<file path="config.mk">
export PLATFORM = sky130hd
export DESIGN_NAME = dbus_rr_xfer
export DESIGN_NICKNAME = d
export VERILOG_FILES = /design/src/rtl/dbus_rr_xfer.sv
export SDC_FILE = /design/constraint.sdc
export NUM_CORES = 1
export LEC_CHECK = 0
export BUFFER_PORTS_ARGS = -buffer_cell sky130_fd_sc_hd__clkbuf_2
export CELL_PAD_IN_SITES_DETAIL_PLACEMENT = 0
export CELL_PAD_IN_SITES_GLOBAL_PLACEMENT = 1
export CORE_UTILIZATION = 34
export DETAILED_ROUTE_END_ITERATION = 8
export PLACE_DENSITY = 0.84
export SLEW_MARGIN = 20
export SYNTH_ARGS = -nofsm -noshare
export SYNTH_HDL_FRONTEND = slang
export SYNTH_SLANG_ARGS = --single-unit
export TNS_END_PERCENT = 20
</file>
<file path="constraint.sdc">
create_clock -name clk -period 3.4 [get_ports clk]
set_clock_uncertainty 0.05 [all_clocks]
set_input_delay 0.85 -clock clk [delete_from_list [all_inputs] [get_ports clk]]
set_output_delay 0.85 -clock clk [all_outputs]
set_load 0.01 [all_outputs]
</file>
<file path="src/rtl/dbus_rr_xfer.sv">
// dbus_rr_xfer: round-robin arbitrated, registered data-bus transfer engine.
// Define DBUS_CONTENTION_CNT_EN to add the saturating contention_cnt output.

module dbus_dst_lane (
  input  logic clk,
  input  logic rst_n,
  input  logic load,
  input  logic mask,
  input  logic valid,
  input  logic rdy,
  output logic pend,
  output logic ld
);
  assign ld = valid & pend & rdy;

  // load only fires on an IDLE grant edge, where valid (and so ld) is low
  always_ff @(posedge clk) begin
    if (!rst_n)    pend <= 1'b0;
    else if (load) pend <= mask;
    else if (ld)   pend <= 1'b0;
  end
endmodule

module dbus_rr_xfer #(
  parameter  int WIDTH = 8,
  parameter  int NSRC  = 6,
  parameter  int NDST  = 4,
  localparam int SW    = (NSRC > 1) ? $clog2(NSRC) : 1
) (
  input  logic                 clk,
  input  logic                 rst_n,
  input  logic [NSRC-1:0]      src_req,
  input  logic [NSRC*WIDTH-1:0] src_data,
  input  logic [NSRC*NDST-1:0] src_dst,
  input  logic [NDST-1:0]      dst_rdy,
  output logic [NSRC-1:0]      src_gnt,
  output logic [WIDTH-1:0]     bus_data,
  output logic                 bus_valid,
  output logic [SW-1:0]        bus_src,
  output logic [NDST-1:0]      dst_ld,
  output logic                 busy_err
`ifdef DBUS_CONTENTION_CNT_EN
  ,
  output logic [15:0]          contention_cnt
`endif
);
  typedef enum logic {IDLE, XFER} state_t;

  state_t                      state, state_nxt;
  logic [NSRC-1:0][WIDTH-1:0]  src_word;
  logic [NSRC-1:0][NDST-1:0]   src_mask;
  logic [SW-1:0]               ptr, ptr_nxt, win, hi_idx, lo_idx;
  logic                        hi_hit, lo_hit, any_req, grant;
  logic [NDST-1:0]             pend, mask_sel;
  logic [WIDTH-1:0]            data_nxt;
  logic [SW-1:0]               src_nxt;
  logic [NSRC-1:0]             gnt_nxt;
  logic                        valid_nxt, err_nxt;

  assign src_word = src_data;
  assign src_mask = src_dst;
  assign any_req  = |src_req;

  // Round robin: lowest requester above ptr wins, else lowest at/below ptr (wrap).
  always_comb begin
    hi_hit = 1'b0;
    lo_hit = 1'b0;
    hi_idx = '0;
    lo_idx = '0;
    for (int j = NSRC-1; j >= 0; j--) begin
      if (src_req[j]) begin
        if (SW'(j) > ptr) begin
          hi_hit = 1'b1;
          hi_idx = SW'(j);
        end else begin
          lo_hit = 1'b1;
          lo_idx = SW'(j);
        end
      end
    end
    win = hi_hit ? hi_idx : lo_idx;
  end

  assign mask_sel = src_mask[win];

  always_comb begin
    state_nxt = state;
    ptr_nxt   = ptr;
    data_nxt  = bus_data;
    src_nxt   = bus_src;
    valid_nxt = bus_valid;
    err_nxt   = busy_err;
    gnt_nxt   = '0;
    grant     = 1'b0;
    case (state)
      IDLE: begin
        if (any_req) begin
          grant        = 1'b1;
          state_nxt    = XFER;
          ptr_nxt      = win;
          src_nxt      = win;
          data_nxt     = src_word[win];
          valid_nxt    = 1'b1;
          gnt_nxt[win] = 1'b1;
        end
      end
      XFER: begin
        // Done once every still-pending destination loads this cycle.
        if ((pend & ~dst_ld) == '0) begin
          state_nxt = IDLE;
          valid_nxt = 1'b0;
          if (pend == '0) err_nxt = 1'b1;
        end
      end
      default: state_nxt = IDLE;
    endcase
  end

  always_ff @(posedge clk) begin
    if (!rst_n) begin
      state     <= IDLE;
      ptr       <= SW'(NSRC-1);
      bus_data  <= '0;
      bus_src   <= '0;
      bus_valid <= 1'b0;
      src_gnt   <= '0;
      busy_err  <= 1'b0;
    end else begin
      state     <= state_nxt;
      ptr       <= ptr_nxt;
      bus_data  <= data_nxt;
      bus_src   <= src_nxt;
      bus_valid <= valid_nxt;
      src_gnt   <= gnt_nxt;
      busy_err  <= err_nxt;
    end
  end

  dbus_dst_lane u_lane [NDST-1:0] (
    .clk   (clk),
    .rst_n (rst_n),
    .load  (grant),
    .mask  (mask_sel),
    .valid (bus_valid),
    .rdy   (dst_rdy),
    .pend  (pend),
    .ld    (dst_ld)
  );

`ifdef DBUS_CONTENTION_CNT_EN
  always_ff @(posedge clk) begin
    if (!rst_n)
      contention_cnt <= '0;
    else if (grant && ($countones(src_req) >= 2) && (contention_cnt != 16'hFFFF))
      contention_cnt <= contention_cnt + 16'd1;
  end
`endif
endmodule

</file>
## Yosys cells after proc, flatten, opt, wreduce, memory -nomap -nowiden

Cells that the tools add are included.

- Register bits: 27
- Logic and storage cells: 104

- Order comparisons: 8
- Reductions and logical operators: 12
- Bitwise gates (word level): 13
- Mux-type cells: 58
- Equality and inequality tests: 2

Operator list:

| kind | count |
|---|---|
| $mux W3 | 25 |
| $mux W1 | 26 |
| $bmux W8 S3 | 1 |
| $bmux W4 S3 | 1 |
| $and A1 B1 Y1 | 8 |
| $logic_not A4 Y1 | 2 |
| $mux W8 | 1 |
| $reduce_bool A2 Y1 | 4 |
| $gt A1 B3 Y1 const A | 2 |
| $gt A2 B3 Y1 const A | 2 |
| $gt A3 B3 Y1 const A | 2 |
| $reduce_or A6 Y1 | 1 |
| $and A4 B4 Y4 | 1 |
| $lt A3 B4 Y1 const B | 1 |
| $mux W4 | 1 |
| $not A4 Y4 | 1 |
| $pmux W1 S2 | 2 |
| $reduce_and A2 Y1 | 2 |
| $demux W1 S3 | 1 |
| $ge A3 B1 Y1 const B | 1 |
| $not A1 Y1 | 3 |
| $reduce_and A3 Y1 | 1 |
| $reduce_or A3 Y1 | 1 |
| $ne A2 B1 Y1 const B | 1 |
| other kinds (2) | 2 |

## Longest topological paths before layout

- Depth in word-level cells: 18
- Mapped depth: 10

## Cells and area by module

A second synthesis with hierarchy kept.

- Cells, all modules: 217
- Area, all modules: 1854.3 µm²

By module, submodules not included:

| module | times used | area each (µm²) | cells each |
|---|---|---|---|
| dbus_rr_xfer | 1 | 1659.1 | 193 |
| dbus_dst_lane | 4 | 48.8 | 6 |

## Least setup slack after synthesis

OpenSTA, ideal clock, no wires.

- Kind: input -> register
- Start: input port src_req[4]
- End: register u_lane[1].pend
- Setup slack: 0.906 ns
- Stages on the path: 8
- Data required time: 3.217 ns
- Data arrival time: 2.312 ns
- Cells stage by stage: o21ba_2 > a21oi_1 > a41o_1 > buf_6 > buf_4 > mux2i_1 > o22a_1 > o221ai_1

- Longest elaborated chain between the ends: 13

RTL lines:

| item | line | RTL |
|---|---|---|
| start: declaration | 32 | `input logic [NSRC-1:0] src_req,` |
| $mux W3 / $mux W1 (equally long branches) | 71 | `if (src_req[j]) begin` |
| $mux W3 / $mux W1 (equally long branches) | 72 | `if (SW'(j) > ptr) begin` |
| $mux W3 / $mux W1 (equally long branches) | 71 |  |
| $mux W3 / $mux W1 (equally long branches) | 72 |  |
| $mux W3 / $mux W1 (equally long branches) | 71 |  |
| $mux W3 / $mux W1 (equally long branches) | 72 |  |
| $mux W3 / $mux W1 (equally long branches) | 71 |  |
| $mux W3 / $mux W1 (equally long branches) | 72 |  |
| $mux W3 / $mux W1 (equally long branches) | 71 |  |
| $mux W3 | 81 | `win = hi_hit ? hi_idx : lo_idx;` |
| $bmux W4 S3 | 84 | `assign mask_sel = src_mask[win];` |
| $mux W4 (not written as such) | 84 |  |
| $mux W1 | 19 | `else if (load) pend <= mask;` |
| end signal: assignment | 19 |  |
| end: declaration | 11 | `output logic pend,` |

Parallel ways exist; a longest one is shown, timed or not. The select of a mux whose other input is x is not followed.
A chain may end at the register's enable or synchronous reset.

## Worst setup path in the final report

- Start: input port src_req[3]
- End: register bus_data[4]

- Longest elaborated chain between the ends: 10

RTL lines:

| item | line | RTL |
|---|---|---|
| $mux W3 / $mux W1 (equally long branches) | 71 |  |
| $mux W3 / $mux W1 (equally long branches) | 72 |  |
| $mux W3 / $mux W1 (equally long branches) | 71 |  |
| $mux W3 / $mux W1 (equally long branches) | 72 |  |
| $mux W3 / $mux W1 (equally long branches) | 71 |  |
| $mux W3 / $mux W1 (equally long branches) | 72 |  |
| $mux W3 / $mux W1 (equally long branches) | 71 |  |
| $mux W3 | 81 |  |
| $bmux W8 S3 | 102 | `data_nxt = src_word[win];` |
| $mux W8 (not written as such) | 102 |  |
| end signal: assignment | 131 | `bus_data <= data_nxt;` |
| end: declaration | 37 | `output logic [WIDTH-1:0] bus_data,` |

Parallel ways exist; a longest one is shown, timed or not. The select of a mux whose other input is x is not followed.

==> impl_metrics.py <==
metrics = {
    "layout": {
        "antenna-diode-count": 0,
        "final_cell_area_um2": 2531,
        "syn2layout_area_growth_pct": 28.85,
        "stdcell_count": 394,
        "fillers": 582,
        "nNetsFinal": 407,
        "drive_above_1_share_pct": 39.75,
    },
    "job": {
        "cap_violations": 0,
    },
    "floorplan": {
        "placement_rows": 27,
        "floorplan.io_pins": 107,
        "dieHeight_um": 78.01,
        "fp.coreArea_um2": 5540,
        "floorplan.die.width_um": 78.01,
        "area_enclosed_by_the_die_boundary_um2": 6086,
        "start_util_pct": 35.46,
    },
    "yosys": {
        "cell_type_with_the_largest_total_area_after_synthesis": "sky130_fd_sc_hd__dfxtp_1",
        "synthDistinctLibCells": 51,
        "synthesis.instances": 229,
        "yosys_most_used_dff": "sky130_fd_sc_hd__dfxtp_1",
        "synth.top_cells.by_area": "sky130_fd_sc_hd__dfxtp_1 26%, sky130_fd_sc_hd__mux2i_1 15%, sky130_fd_sc_hd__o221a_1 4.6%",
        "synth_area_um2": 1964,
        "yosysTopAreaCellShare_pct": 26.50,
        "synth_warnings": 0,
        "synth_nets": 313,
        "synth_seq_cells": 26,
        "part_of_the_yosys_area_used_for_sequential_elements_pct": 26.50,
        "synth_async_sr_flop_share_pct": 0,
        "number_of_enable_type_register_cells_in_the_synthesized_netlist": 0,
        "syn_area_per_cell_um2": 8.578,
    },
    "setup_path": {
        "timing_worst_setup_path_type": "input pin to register",
        "cp-start-kind": "input pin",
        "worst-r2r-cell-count": 7,
        "crit_path_max_incr_delay_ns": 0.66,
        "critPathArrivalTime_ns": 2.79,
        "critical_path_required_ns": 3.52,
        "worstPathMaxFanout": 18,
        "timing.critical_path.slowest_stage_cell": "sky130_fd_sc_hd__o41ai_4",
        "setup.worst_path.end_class": "register",
        "critical_path_cell_sequence": "clkbuf_2, nor3_1, a22oi_1, o41ai_4, nand2_4, nand3_1, a32oi_1, o221a_1",
    },
    "timing": {
        "timing.hold.ws_ns": 0.4372,
        "fin_setup_tns_ns": 0,
        "postLayoutSetupSlackWorst_ns": 0.7303,
        "grt_setup_unrepaired": "no",
        "hold_viol_final": 0,
        "final-max-slew-violation-count": 0,
        "fmaxAchievable_ghz": 0.3746,
        "period_utilization_pct": 78.52,
        "worst_pin_slew_ns": 0.9413,
        "setup_viol": 0,
        "period_needed_ns": 2.670,
        "relSlewSlack_pct": 37.01,
    },
    "cts": {
        "hold_fix_buffers_at_cts": 0,
        "tritoncts": "done",
        "clkSlewWorstSetupHoldPaths_ns": 0.09,
        "cts_max_level": 1,
        "numCtsBuffers": 3,
        "clock_path_buffers": 2,
        "worstSkewPairLatency_ns": 0.27,
        "clock-sinks": 26,
        "post_cts.resized_instances": 0,
        "postcts_setup_bufs": 0,
        "ctsRootBufferMaster": "sky130_fd_sc_hd__clkbuf_8",
    },
    "route": {
        "route.detailed.wl_per_inst_um": 13.99,
        "detail_route.vias_per_cell": 5.180,
        "vias": 2041,
        "initialDrtViolationCount": 122,
        "drt_wl_total_um": 5514,
        "drtPass1Iterations": 4,
        "detail_route.drc_violations": 0,
        "number_of_nets_with_antenna_violations_after_detailed_routing": 0,
    },
    "global_routing": {
        "gr-usage-all-layers_pct": 18.24,
        "grt_max_degree": 29,
        "grt_pass1_wl_um": 8756,
        "via_count_of_the_first_global_routing_pass": 1811,
        "global_route.overflow_total": 0,
        "antenna_found_initial": 0,
    },
    "place": {
        "globalplace.congestion": 0.8383,
        "placement.io_buffers": 106,
        "postPlaceCellArea_um2": 2476,
        "place.detailed.hpwl_um": 4331,
        "place_ws_ns": 0.4223,
        "place_inst": 390,
    },
    "run_status": {
        "run_status": "finished, final reports clean",
    },
    "min_path": {
        "min_delay_path_depth": 2,
        "worstHoldPathType": "register to register",
    },
    "pwr": {
        "worst_ir_drop_vdd_uv": 329.2,
        "power_density_over_the_cells_nw_per_um2": 614.7,
        "p_leak_nw": 1.245,
    },
}
[stage by stage]
stage               power (mW)  util, %
finish                   1.556    45.69
global route             1.678    45.69
CTS                      1.567    45.69
detailed placement       1.364    44.69
global placement         1.357    44.69
floorplan                1.147        -
[power breakdown]
group / internal (mW) / leakage, nW / switching, mW / total [mW]
clock network: 0.104 / 0.0288 / 0.0965 / 0.200
logic: 0.393 / 1.00 / 0.481 / 0.874
registers: 0.395 / 0.215 / 0.0866 / 0.482
[final cells by class]
cell class	count	area, um2	share of cell area, %
clock buffers	4	55.05	2.175
flip-flops and latches	26	520.5	20.56
multi-input cells	176	1270	50.17
repair buffers	110	573.1	22.64
well taps	72	90.09	3.559
inverters	6	22.52	0.8898
[cell families (layout without fill, tap and decap cells)]
kind of cell | Yosys count | in the layout | synth area share (%)
and+or+nand+nor | 81 | 81 | 22.04
muxes | 29 | 29 | 14.78
AOI/OAI and AO/OA | 66 | 66 | 27.52
buffers and inverters | 27 | 120 | 9.172
DFF | 26 | 26 | 26.50
[metal layers]
metal / up-vias / track usage [%] / wire, um
met4: 0 / 5.741 / 122
met2: 96 / 29.29 / 2551
li1: 1035 / - / -
met5: - / 0 / 0
met1: 896 / 24.24 / 2456
met3: 14 / 4.070 / 384
[worst paths after layout]
kind	from	end	slack (ns)
setup / recovery	src_req[3]	bus_data[4]$_SDFFE_PN0P_	0.73
hold / removal	bus_src[2]$_SDFFE_PN0P_	bus_src[2]$_SDFFE_PN0P_	0.44
setup reg to reg	bus_src[1]$_SDFFE_PN0P_	bus_data[4]$_SDFFE_PN0P_	0.93
hold reg to reg	bus_src[2]$_SDFFE_PN0P_	bus_src[2]$_SDFFE_PN0P_	0.44
[flip-flops by register name (all words and copies together) (netlist names)]
name	count
busy_err	1
u_lane.pend	4
ptr	2
bus_src	3
bus_valid	1
bus_data	8
src_gnt	6
state	1
[worst max-delay path: cells and delay by family]
kind	cells	cell delay [ns]
buf+inv	1	0.14
simple gates	3	0.61
compound gates	4	1.19
[synth_stat cells, types with 2 or more instances]
library cell,instances
sky130_fd_sc_hd__inv_1,5
sky130_fd_sc_hd__o22ai_1,3
sky130_fd_sc_hd__dfxtp_1,26
sky130_fd_sc_hd__mux2i_1,29
sky130_fd_sc_hd__nor3_1,3
sky130_fd_sc_hd__o21ai_0,8
sky130_fd_sc_hd__nor2b_1,5
sky130_fd_sc_hd__nand2_1,22
sky130_fd_sc_hd__and3_1,3
sky130_fd_sc_hd__buf_4,6
sky130_fd_sc_hd__o221a_1,8
sky130_fd_sc_hd__a21o_1,2
sky130_fd_sc_hd__buf_6,7
sky130_fd_sc_hd__nor2_1,21
sky130_fd_sc_hd__a21oi_1,4
sky130_fd_sc_hd__o22a_1,2
sky130_fd_sc_hd__clkbuf_1,5
sky130_fd_sc_hd__a41o_1,2
sky130_fd_sc_hd__o211ai_1,2
sky130_fd_sc_hd__nand2b_1,3
sky130_fd_sc_hd__o221ai_1,3
sky130_fd_sc_hd__and3b_1,2
sky130_fd_sc_hd__buf_2,3
sky130_fd_sc_hd__nand3_1,10
sky130_fd_sc_hd__a21boi_0,9
sky130_fd_sc_hd__a32oi_1,8
sky130_fd_sc_hd__a31oi_1,4
[placed cells by master, fill, tap and decap left out, types with 2 or more instances in the layout]
cell type,count
sky130_fd_sc_hd__o21ai_0,8
sky130_fd_sc_hd__and3_1,3
sky130_fd_sc_hd__o221a_1,8
sky130_fd_sc_hd__buf_4,3
sky130_fd_sc_hd__nor2b_1,5
sky130_fd_sc_hd__a21boi_0,9
sky130_fd_sc_hd__a32oi_1,8
sky130_fd_sc_hd__mux2i_1,29
sky130_fd_sc_hd__dfxtp_1,26
sky130_fd_sc_hd__nand3_1,10
sky130_fd_sc_hd__clkbuf_8,4
sky130_fd_sc_hd__o22ai_1,3
sky130_fd_sc_hd__and3b_1,2
sky130_fd_sc_hd__a41o_1,2
sky130_fd_sc_hd__o211ai_1,2
sky130_fd_sc_hd__nand2b_1,3
sky130_fd_sc_hd__a31oi_1,3
sky130_fd_sc_hd__inv_1,5
sky130_fd_sc_hd__a21o_1,2
sky130_fd_sc_hd__o22a_1,2
sky130_fd_sc_hd__nand2_1,22
sky130_fd_sc_hd__a21oi_1,4
sky130_fd_sc_hd__clkbuf_2,106
sky130_fd_sc_hd__nor3_1,3
sky130_fd_sc_hd__nor2_1,21
sky130_fd_sc_hd__o221ai_1,3
Note: power is estimated with default switching activity, not from simulation.
